<file path="src/rtl/aes_stream_pkg.sv">
// rtl/aes_stream_pkg.sv - shared state type and sizing helper for the AES stream datapath
package aes_stream_pkg;

    typedef enum logic [1:0] {
        HDR_ST  = 2'd0,
        DATA_ST = 2'd1,
        DROP_ST = 2'd2
    } hs_state_t;

    function automatic int hdr_beats(input int header_size, input int data_width);
        return header_size / data_width;
    endfunction

endpackage

</file>
<file path="src/rtl/header_stripper.sv">
// rtl/header_stripper.sv - strips a fixed-size header from each packet and forwards only the payload
// Optional HEADER_STRIPPER_CHECK_EN: compares the header against expected_header and drops mismatching payloads.
module header_stripper
    import aes_stream_pkg::*;
#(
    parameter int DATA_WIDTH  = 128,
    parameter int HEADER_SIZE = 256,
    localparam int EMPTY_W    = $clog2(DATA_WIDTH / 8)
) (
    input  logic                   clk,
    input  logic                   rst_n,
    input  logic [DATA_WIDTH-1:0]  data_in_data,
    input  logic                   data_in_valid,
    input  logic                   data_in_sop,
    input  logic                   data_in_eop,
    input  logic [EMPTY_W-1:0]     data_in_empty,
    output logic                   data_in_ready,
    output logic [DATA_WIDTH-1:0]  data_out_data,
    output logic                   data_out_valid,
    output logic                   data_out_sop,
    output logic                   data_out_eop,
    output logic [EMPTY_W-1:0]     data_out_empty,
    input  logic                   data_out_ready,
    output logic [HEADER_SIZE-1:0] header_data,
    output logic                   header_valid,
`ifdef HEADER_STRIPPER_CHECK_EN
    input  logic [HEADER_SIZE-1:0] expected_header,
    output logic                   hdr_mismatch,
`endif
    output logic                   hdr_short_err
);

    localparam int HDR_BEATS = hdr_beats(HEADER_SIZE, DATA_WIDTH);
    localparam int CNT_W     = $clog2(HDR_BEATS) + 1;

    if ((HEADER_SIZE % DATA_WIDTH) != 0 || HEADER_SIZE < DATA_WIDTH) begin : g_bad_params
        $error("header_stripper: HEADER_SIZE must be a nonzero multiple of DATA_WIDTH");
    end

    hs_state_t              state_q, state_d;
    logic [CNT_W-1:0]       hdr_cnt_q, hdr_cnt_d;
    logic [HEADER_SIZE-1:0] hdr_buf_q, hdr_buf_d;
    logic [HEADER_SIZE-1:0] header_data_q, header_data_d;
    logic                   header_valid_q, header_valid_d;
    logic                   short_err_q, short_err_d;
    logic                   first_pl_q, first_pl_d;

    logic                   in_xfer;
    logic                   hdr_xfer;
    logic                   hdr_done;
    logic                   hdr_short;
    logic                   hdr_bad;
    logic [CNT_W-1:0]       hdr_idx;

    // A sop inside the header restarts capture, so it always lands in beat 0.
    always_comb begin
        in_xfer   = data_in_valid & data_in_ready;
        hdr_xfer  = in_xfer & (state_q == HDR_ST);
        hdr_idx   = data_in_sop ? '0 : hdr_cnt_q;
        hdr_short = hdr_xfer & data_in_eop;
        hdr_done  = hdr_xfer & ~data_in_eop & (hdr_idx == CNT_W'(HDR_BEATS - 1));

        hdr_buf_d = hdr_buf_q;
        if (hdr_xfer) begin
            for (int b = 0; b < HDR_BEATS; b++) begin
                if (hdr_idx == CNT_W'(b)) begin
                    hdr_buf_d[HEADER_SIZE-1-DATA_WIDTH*b -: DATA_WIDTH] = data_in_data;
                end
            end
        end

        hdr_cnt_d = hdr_cnt_q;
        if (hdr_xfer) begin
            hdr_cnt_d = (hdr_short | hdr_done) ? '0 : hdr_idx + CNT_W'(1);
        end

        header_data_d  = hdr_done ? hdr_buf_d : header_data_q;
        header_valid_d = hdr_done;
        short_err_d    = hdr_short;

        first_pl_d = first_pl_q;
        if (hdr_done) begin
            first_pl_d = 1'b1;
        end else if (in_xfer && state_q == DATA_ST) begin
            first_pl_d = 1'b0;
        end

`ifdef HEADER_STRIPPER_CHECK_EN
        hdr_bad = hdr_done & (hdr_buf_d != expected_header);
`else
        hdr_bad = 1'b0;
`endif
    end

    always_ff @(posedge clk or negedge rst_n) begin
        if (!rst_n) begin
            state_q <= HDR_ST;
        end else begin
            state_q <= state_d;
        end
    end

    always_comb begin
        state_d = state_q;
        case (state_q)
            HDR_ST:           if (hdr_done) state_d = hdr_bad ? DROP_ST : DATA_ST;
            DATA_ST, DROP_ST: if (in_xfer && data_in_eop) state_d = HDR_ST;
            default:          state_d = HDR_ST;
        endcase
    end

    always_comb begin
        data_in_ready  = 1'b0;
        data_out_valid = 1'b0;
        data_out_data  = '0;
        data_out_sop   = 1'b0;
        data_out_eop   = 1'b0;
        data_out_empty = '0;
        case (state_q)
            HDR_ST, DROP_ST: data_in_ready = 1'b1;
            DATA_ST: begin
                data_in_ready  = data_out_ready;
                data_out_valid = data_in_valid;
                if (data_in_valid) begin
                    data_out_data  = data_in_data;
                    data_out_sop   = first_pl_q;
                    data_out_eop   = data_in_eop;
                    data_out_empty = data_in_eop ? data_in_empty : '0;
                end
            end
            default: ;
        endcase
    end

    always_ff @(posedge clk or negedge rst_n) begin
        if (!rst_n) begin
            hdr_cnt_q      <= '0;
            hdr_buf_q      <= '0;
            header_data_q  <= '0;
            header_valid_q <= 1'b0;
            short_err_q    <= 1'b0;
            first_pl_q     <= 1'b0;
        end else begin
            hdr_cnt_q      <= hdr_cnt_d;
            hdr_buf_q      <= hdr_buf_d;
            header_data_q  <= header_data_d;
            header_valid_q <= header_valid_d;
            short_err_q    <= short_err_d;
            first_pl_q     <= first_pl_d;
        end
    end

`ifdef HEADER_STRIPPER_CHECK_EN
    logic mismatch_q, mismatch_d;

    always_comb begin
        mismatch_d = hdr_bad;
    end

    always_ff @(posedge clk or negedge rst_n) begin
        if (!rst_n) begin
            mismatch_q <= 1'b0;
        end else begin
            mismatch_q <= mismatch_d;
        end
    end

    assign hdr_mismatch = mismatch_q;
`endif

    assign header_data   = header_data_q;
    assign header_valid  = header_valid_q;
    assign hdr_short_err = short_err_q;

endmodule

</file>
<file path="config.mk">
export PLATFORM = sky130hd
export DESIGN_NAME = header_stripper
export DESIGN_NICKNAME = d
export VERILOG_FILES = /design/src/rtl/aes_stream_pkg.sv /design/src/rtl/header_stripper.sv
export SDC_FILE = /design/constraint.sdc
export NUM_CORES = 1
export LEC_CHECK = 0
export CAP_MARGIN = 20
export CELL_PAD_IN_SITES_DETAIL_PLACEMENT = 0
export CELL_PAD_IN_SITES_GLOBAL_PLACEMENT = 1
export CORE_MARGIN = 10
export CORE_UTILIZATION = 39
export DETAILED_ROUTE_END_ITERATION = 16
export GPL_ROUTABILITY_DRIVEN = 1
export PLACE_DENSITY = 0.9
export SLEW_MARGIN = 20
export SYNTH_ARGS = -nofsm -noshare
export SYNTH_HDL_FRONTEND = slang
export SYNTH_SLANG_ARGS = --single-unit
</file>
<file path="constraint.sdc">
create_clock -name clk -period 4.3 [get_ports clk]
set_clock_uncertainty 0.2 [all_clocks]
set_input_delay 0.86 -clock clk [delete_from_list [all_inputs] [get_ports clk]]
set_output_delay 0.86 -clock clk [all_outputs]
set_load 0.03 [all_outputs]
</file>
-- Yosys cells after proc, flatten, opt, wreduce, memory -nomap -nowiden
Cells that the tools add are included.
Widths: inputs -> output; s select.
- logic and storage cells: 49
- register bits after elaboration: 519
- output and inout bits: 394
- bitwise operators: 7
- $add $sub $neg: 1
- mux-type cells: 21
- eq/ne operators: 5
- reduce and logical (&&, ||, !) cells: 8
- operators with widths (cell ; number):
    $mux 128 ; 4
    $mux 256 ; 1
    $mux 4 ; 3
    $mux 2 ; 4
    $mux 1 ; 7
    $and 1x1->1 ; 5
    $eq 2x1->1 const B ; 2
    $logic_not 2->1 ; 2
    $ne 2x2->1 const B ; 2
    $pmux 2 s2 ; 1
    $reduce_or 2->1 ; 2
    $add 2x1->2 const B ; 1
    $eq 2x2->1 const B ; 1
    $logic_and 1x1->1 ; 2
    $pmux 1 s2 ; 1
    $reduce_and 2->1 ; 1
    $reduce_bool 2->1 ; 1
    $not 1->1 ; 1
    $or 1x1->1 ; 1

-- Logic depth before layout (Yosys ltp)
Gate-level depths: netlist (run 1).
- depth in word-level cells: 9
- mapped depth: 8

-- Least setup slack after synthesis (run 1)
OpenSTA, ideal clock, no wires.
- path kind: input port to output port
- start point: input port data_in_valid
- end point: output port data_out_data[100]
- arrival time: 1.802 ns
- setup slack: 1.438 ns
- cell stages on the path: 4
- buffers on the path: 3
- cells stage by stage: buf_4 clkbuf_1 clkbuf_1 and3_1
- word-level cells in the longest chain between the ends: 2
- RTL lines (item ; line ; text):
    start, declared ; header_stripper.sv:13 ; input logic data_in_valid,
    $mux 128 ; header_stripper.sv:124 ; if (data_in_valid) begin
    $mux 128 ; header_stripper.sv:119 ; case (state_q)
    end, declared ; header_stripper.sv:18 ; output logic [DATA_WIDTH-1:0] data_out_data,
No other way between the ends.

-- Worst setup path in the final report (run 1)
- start point: register state_q[0]
- end point: output port data_out_valid
- word-level cells in the longest chain between the ends: 2
- RTL lines (item ; line ; text):
    start, declared ; header_stripper.sv:40 ; hs_state_t state_q, state_d;
    start signal, assigned ; header_stripper.sv:99 ; state_q <= state_d;
    $eq 2x1->1 ; header_stripper.sv:119 ;
    $mux 1 ; header_stripper.sv:119 ;
    end, declared ; header_stripper.sv:19 ; output logic data_out_valid,
No other way between the ends.

==> flow_summary_export.csv, run 1 <==
group,metric,value,unit
floorplanning,die_y,228.6,um
clock_network,clk_pin_slew,0.06,ns
clock_network,cts_max_path_buffers,3,
critical_path,endpoint_kind,"primary output",
clock_network,clk_latency,0.55,ns
drt,drtIter0Drc,667,
sta,tightestPinTransition,0.9632,ns
critical_path,cp_cell_sequence,"buf_4, and2_1, clkdlybuf4s50_1",
floorplanning,boundaryPins,532,
floorplanning,dieArea,52270,um^2
drt,drc_errors,0,
placed_design,place_inst,2335,
power,clockPowerShare,19.8,%
clock_network,cts_resized,0,
power,power,18.79,mW
critical_path,cp-start-kind,"flip-flop",
finish,drive_gt1_share,19.69,%
sta,fmax,256.2,MHz
min_path,hold_class,"input pin to async pin",
power,max-vdd-ir-drop,0.4367,mV
sta,setup_tns,0,ns
logic_synthesis,syn_nets,1428,
logic_synthesis,synthTopCellsByArea,"dfrtp_1 57%, mux2_2 12%, mux2i_1 7.5%",
logic_synthesis,synth_area_leader_cell,"dfrtp_1",
critical_path,max_stage_delay,0.81,ns
clock_network,hold_buffers,0,
clock_network,cts_tree,"built",
critical_path,cp_slowest_cell,"dfrtp_4",
logic_synthesis,synth_area,16970,um^2
critical_path,reg2reg_from,"state_q[0]",
clock_network,cts_buffers,43,
power,p_comb_share,46.1,%
outcome,run_status,"completed",
placed_design,gp_congestion,0.7885,
drt,detail-route-antenna-nets,0,
critical_path,r2r_cells,3,
critical_path,path_delay_family,"buffers and inverters",
finish,design_area,24230,um^2
power,intPower,11.69,mW
clock_network,cts_htree_levels,2,
finish,finalNonFillerCells,2408,
clock_network,post-cts-setup-buffers,0,
power,p_switching,7.104,mW
sta,rsz0062_at_grt,"false",
floorplanning,start_util,39.40,%
sta,final-max-slew-violation-count,0,
finish,finish.utilization,56.24,%
clock_network,cts.sinks,390,
logic_synthesis,synth_top_area_share,57.50,%
logic_synthesis,ys_types,23,
logic_synthesis,avgSynthCellArea,13.18,um^2
critical_path,timing.rr.end,"header_data[27]",
finish,fill_cells,3517,
power,seq_power_share,34.2,%
logic_synthesis,synth_cells,1288,
critical_path,crit_type,"flip-flop to primary output",
critical_path,cp_num_buf_inv,2,
sta,maxSlewHeadroom,35.79,%
logic_synthesis,ys_ff_latch,390,
sta,fin_crit_sh,90.76,%
power,leakage,11.27,nW
drt,vias,12020,
job,maxCapViolations,0,
finish,antenna_cells,0,
placed_design,place_area,22790,um^2
drt,first_pass_iters,4,
floorplanning,core,43080,um^2
global_routing,grt_util_all_layers,18.35,%
critical_path,cp.arrival,2.84,ns
finish,final_net_count,1935,
placed_design,dp_hpwl,36220,um
sta,finalSetupViolCount,0,
placed_design,portBuffers,531,
global_routing,grt_antenna_before_repair,0,
finish,area_delta_synth_final,42.73,%
critical_path,cp_max_fo,80,
logic_synthesis,ys_seq_area_share,57.50,%
clock_network,root_buffer,"clkbuf_16",
critical_path,r2r_slack,1.72,ns
power,power_density,775.7,nW/um^2
global_routing,grt_pass1_wl,77260,um
global_routing,grt_overflow_total,0,
drt,wl,49650,um
floorplanning,dieWidth,228.6,um
critical_path,worstPathRequired,3.24,ns
drt,vias_per_cell,4.991,
global_routing,grt_max_degree,115,
global_routing,grt_pass1_vias,12780,
drt,wire_per_inst,20.62,um
logic_synthesis,ys_warn_count,0,
floorplanning,rows,76,
sta,hold_violations,0,
sta,min_period,3.903,ns
power,swShare,37.80,%
[worst max path at each step]
stage / from / to / depth (start not counted)
finish: state_q[0] / data_out_valid / 3
global route: state_q[0] / data_out_valid / 3
CTS: state_q[0] / data_out_valid / 3
detailed placement: data_in_eop / data_out_empty[1] / 4
global placement: data_in_eop / data_out_empty[0] / 4
floorplan: data_in_valid / data_out_data[100] / 4
[layout by cell type, fill, tap and decap left out]
cell type        instances
a21o_1                   1
a21oi_1                129
and2_1                   6
and3_1                 130
and4bb_4                 1
buf_12                  14
buf_4                   20
buf_8                    1
bufinv_16                3
clkbuf_1                10
clkbuf_16               45
clkbuf_8                12
clkdlybuf4s50_1        529
clkinv_2                 2
clkinvlp_4               1
dfrtp_1                389
dfrtp_4                  1
ha_1                     1
ha_4                     1
inv_1                    1
mux2_2                 186
mux2_4                  70
mux2i_1                128
nand2_1                  5
nand2_4                  1
nand2b_1                 3
nor2_1                 128
nor2b_1                  1
nor2b_2                  1
o21ai_0                  1
o41ai_1                  2
[area by class of cell]
cell class,count,area (um^2),share of cell area [%]
Clock buffer,67,1329,5.485
Clock inverter,6,107.6,0.4441
Inverter,1,3.754,0.01549
Multi-Input combinational cell,795,6551,27.04
Sequential cell,390,9763,40.30
Tap cell,585,732.0,3.021
Timing Repair Buffer,564,5741,23.69
[layer usage]
metal | global-route usage [%] | routed length, um | vias to the layer above
met3 | 6.391 | 3700 | 60
met4 | 4.624 | 942 | 0
li1 | - | - | 5551
met5 | 0 | 0 | -
met1 | 21.20 | 19830 | 6056
met2 | 31.87 | 25180 | 351
[registers in the layout, indices dropped and copies added, names as in the netlist]
signal / flops
first_pl_q: 1
hdr_buf_q: 128
hdr_cnt_q: 2
hdr_short_err: 1
header_data: 256
header_valid: 1
state_q: 1
[cell families after synthesis]
| logic type | Yosys count | synth area share [%] |
|---|---|---|
| flip-flops | 390 | 57.50 |
| multiplexers | 384 | 26.08 |
| AND/OR/NAND/NOR | 276 | 8.249 |
| AO/OA/AOI/OAI | 133 | 3.981 |
| buffers and inverters | 103 | 4.047 |
| adder cells (fa/ha/maj) | 2 | 0.1474 |
[power groups by stage]
stage,Combinational (mW),Clock (mW),Sequential [mW]
floorplan,2.79,0,8.61
global placement,8.62,0,6.36
detailed placement,8.75,0,6.46
CTS,8.78,3.81,6.43
global route,9.12,3.97,6.65
finish,8.66,3.71,6.42
[Yosys cell counts, drive strengths merged]
cell type  number
nor2b           2
inv             1
a21o            1
mux2i         128
and3          130
o21ai           1
mux2          256
dfrtp         390
ha              2
nand2b          3
and2            6
nor2          128
clkbuf         28
buf            74
o41ai           2
nand2           6
a21oi         129
and4bb          1
[metrics by stage]
step,hold WS (ns),setup slack [ns]
final,0.1512,0.3972
after global routing,0.2177,0.2033
after CTS,0.1884,0.3098
after detailed placement,0.2621,0.6654
after global placement,0.2504,0.6738
after floorplan,0.2354,1.438
[worst register-to-register path, cell delays in order, from the launching register on]
cell and delay (ns):
dfrtp_4 0.70, and4bb_4 0.78, buf_4 0.38, mux2_2 0.39
Power figures use the tool's default switching activity.
==> run 2: changes to the inputs <==
Settings changed: GPL_ROUTABILITY_DRIVEN 1 to 0.
==> results of run 2 <==
No change in the layout: final DEF, timing and power equal those of run 1.
==> run 3: changes to the inputs <==
Settings changed: GPL_ROUTABILITY_DRIVEN 0 to default, SETUP_SLACK_MARGIN from default to 0.15.
==> results of run 3 <==
No change in the layout: final DEF, timing and power equal those of run 1.
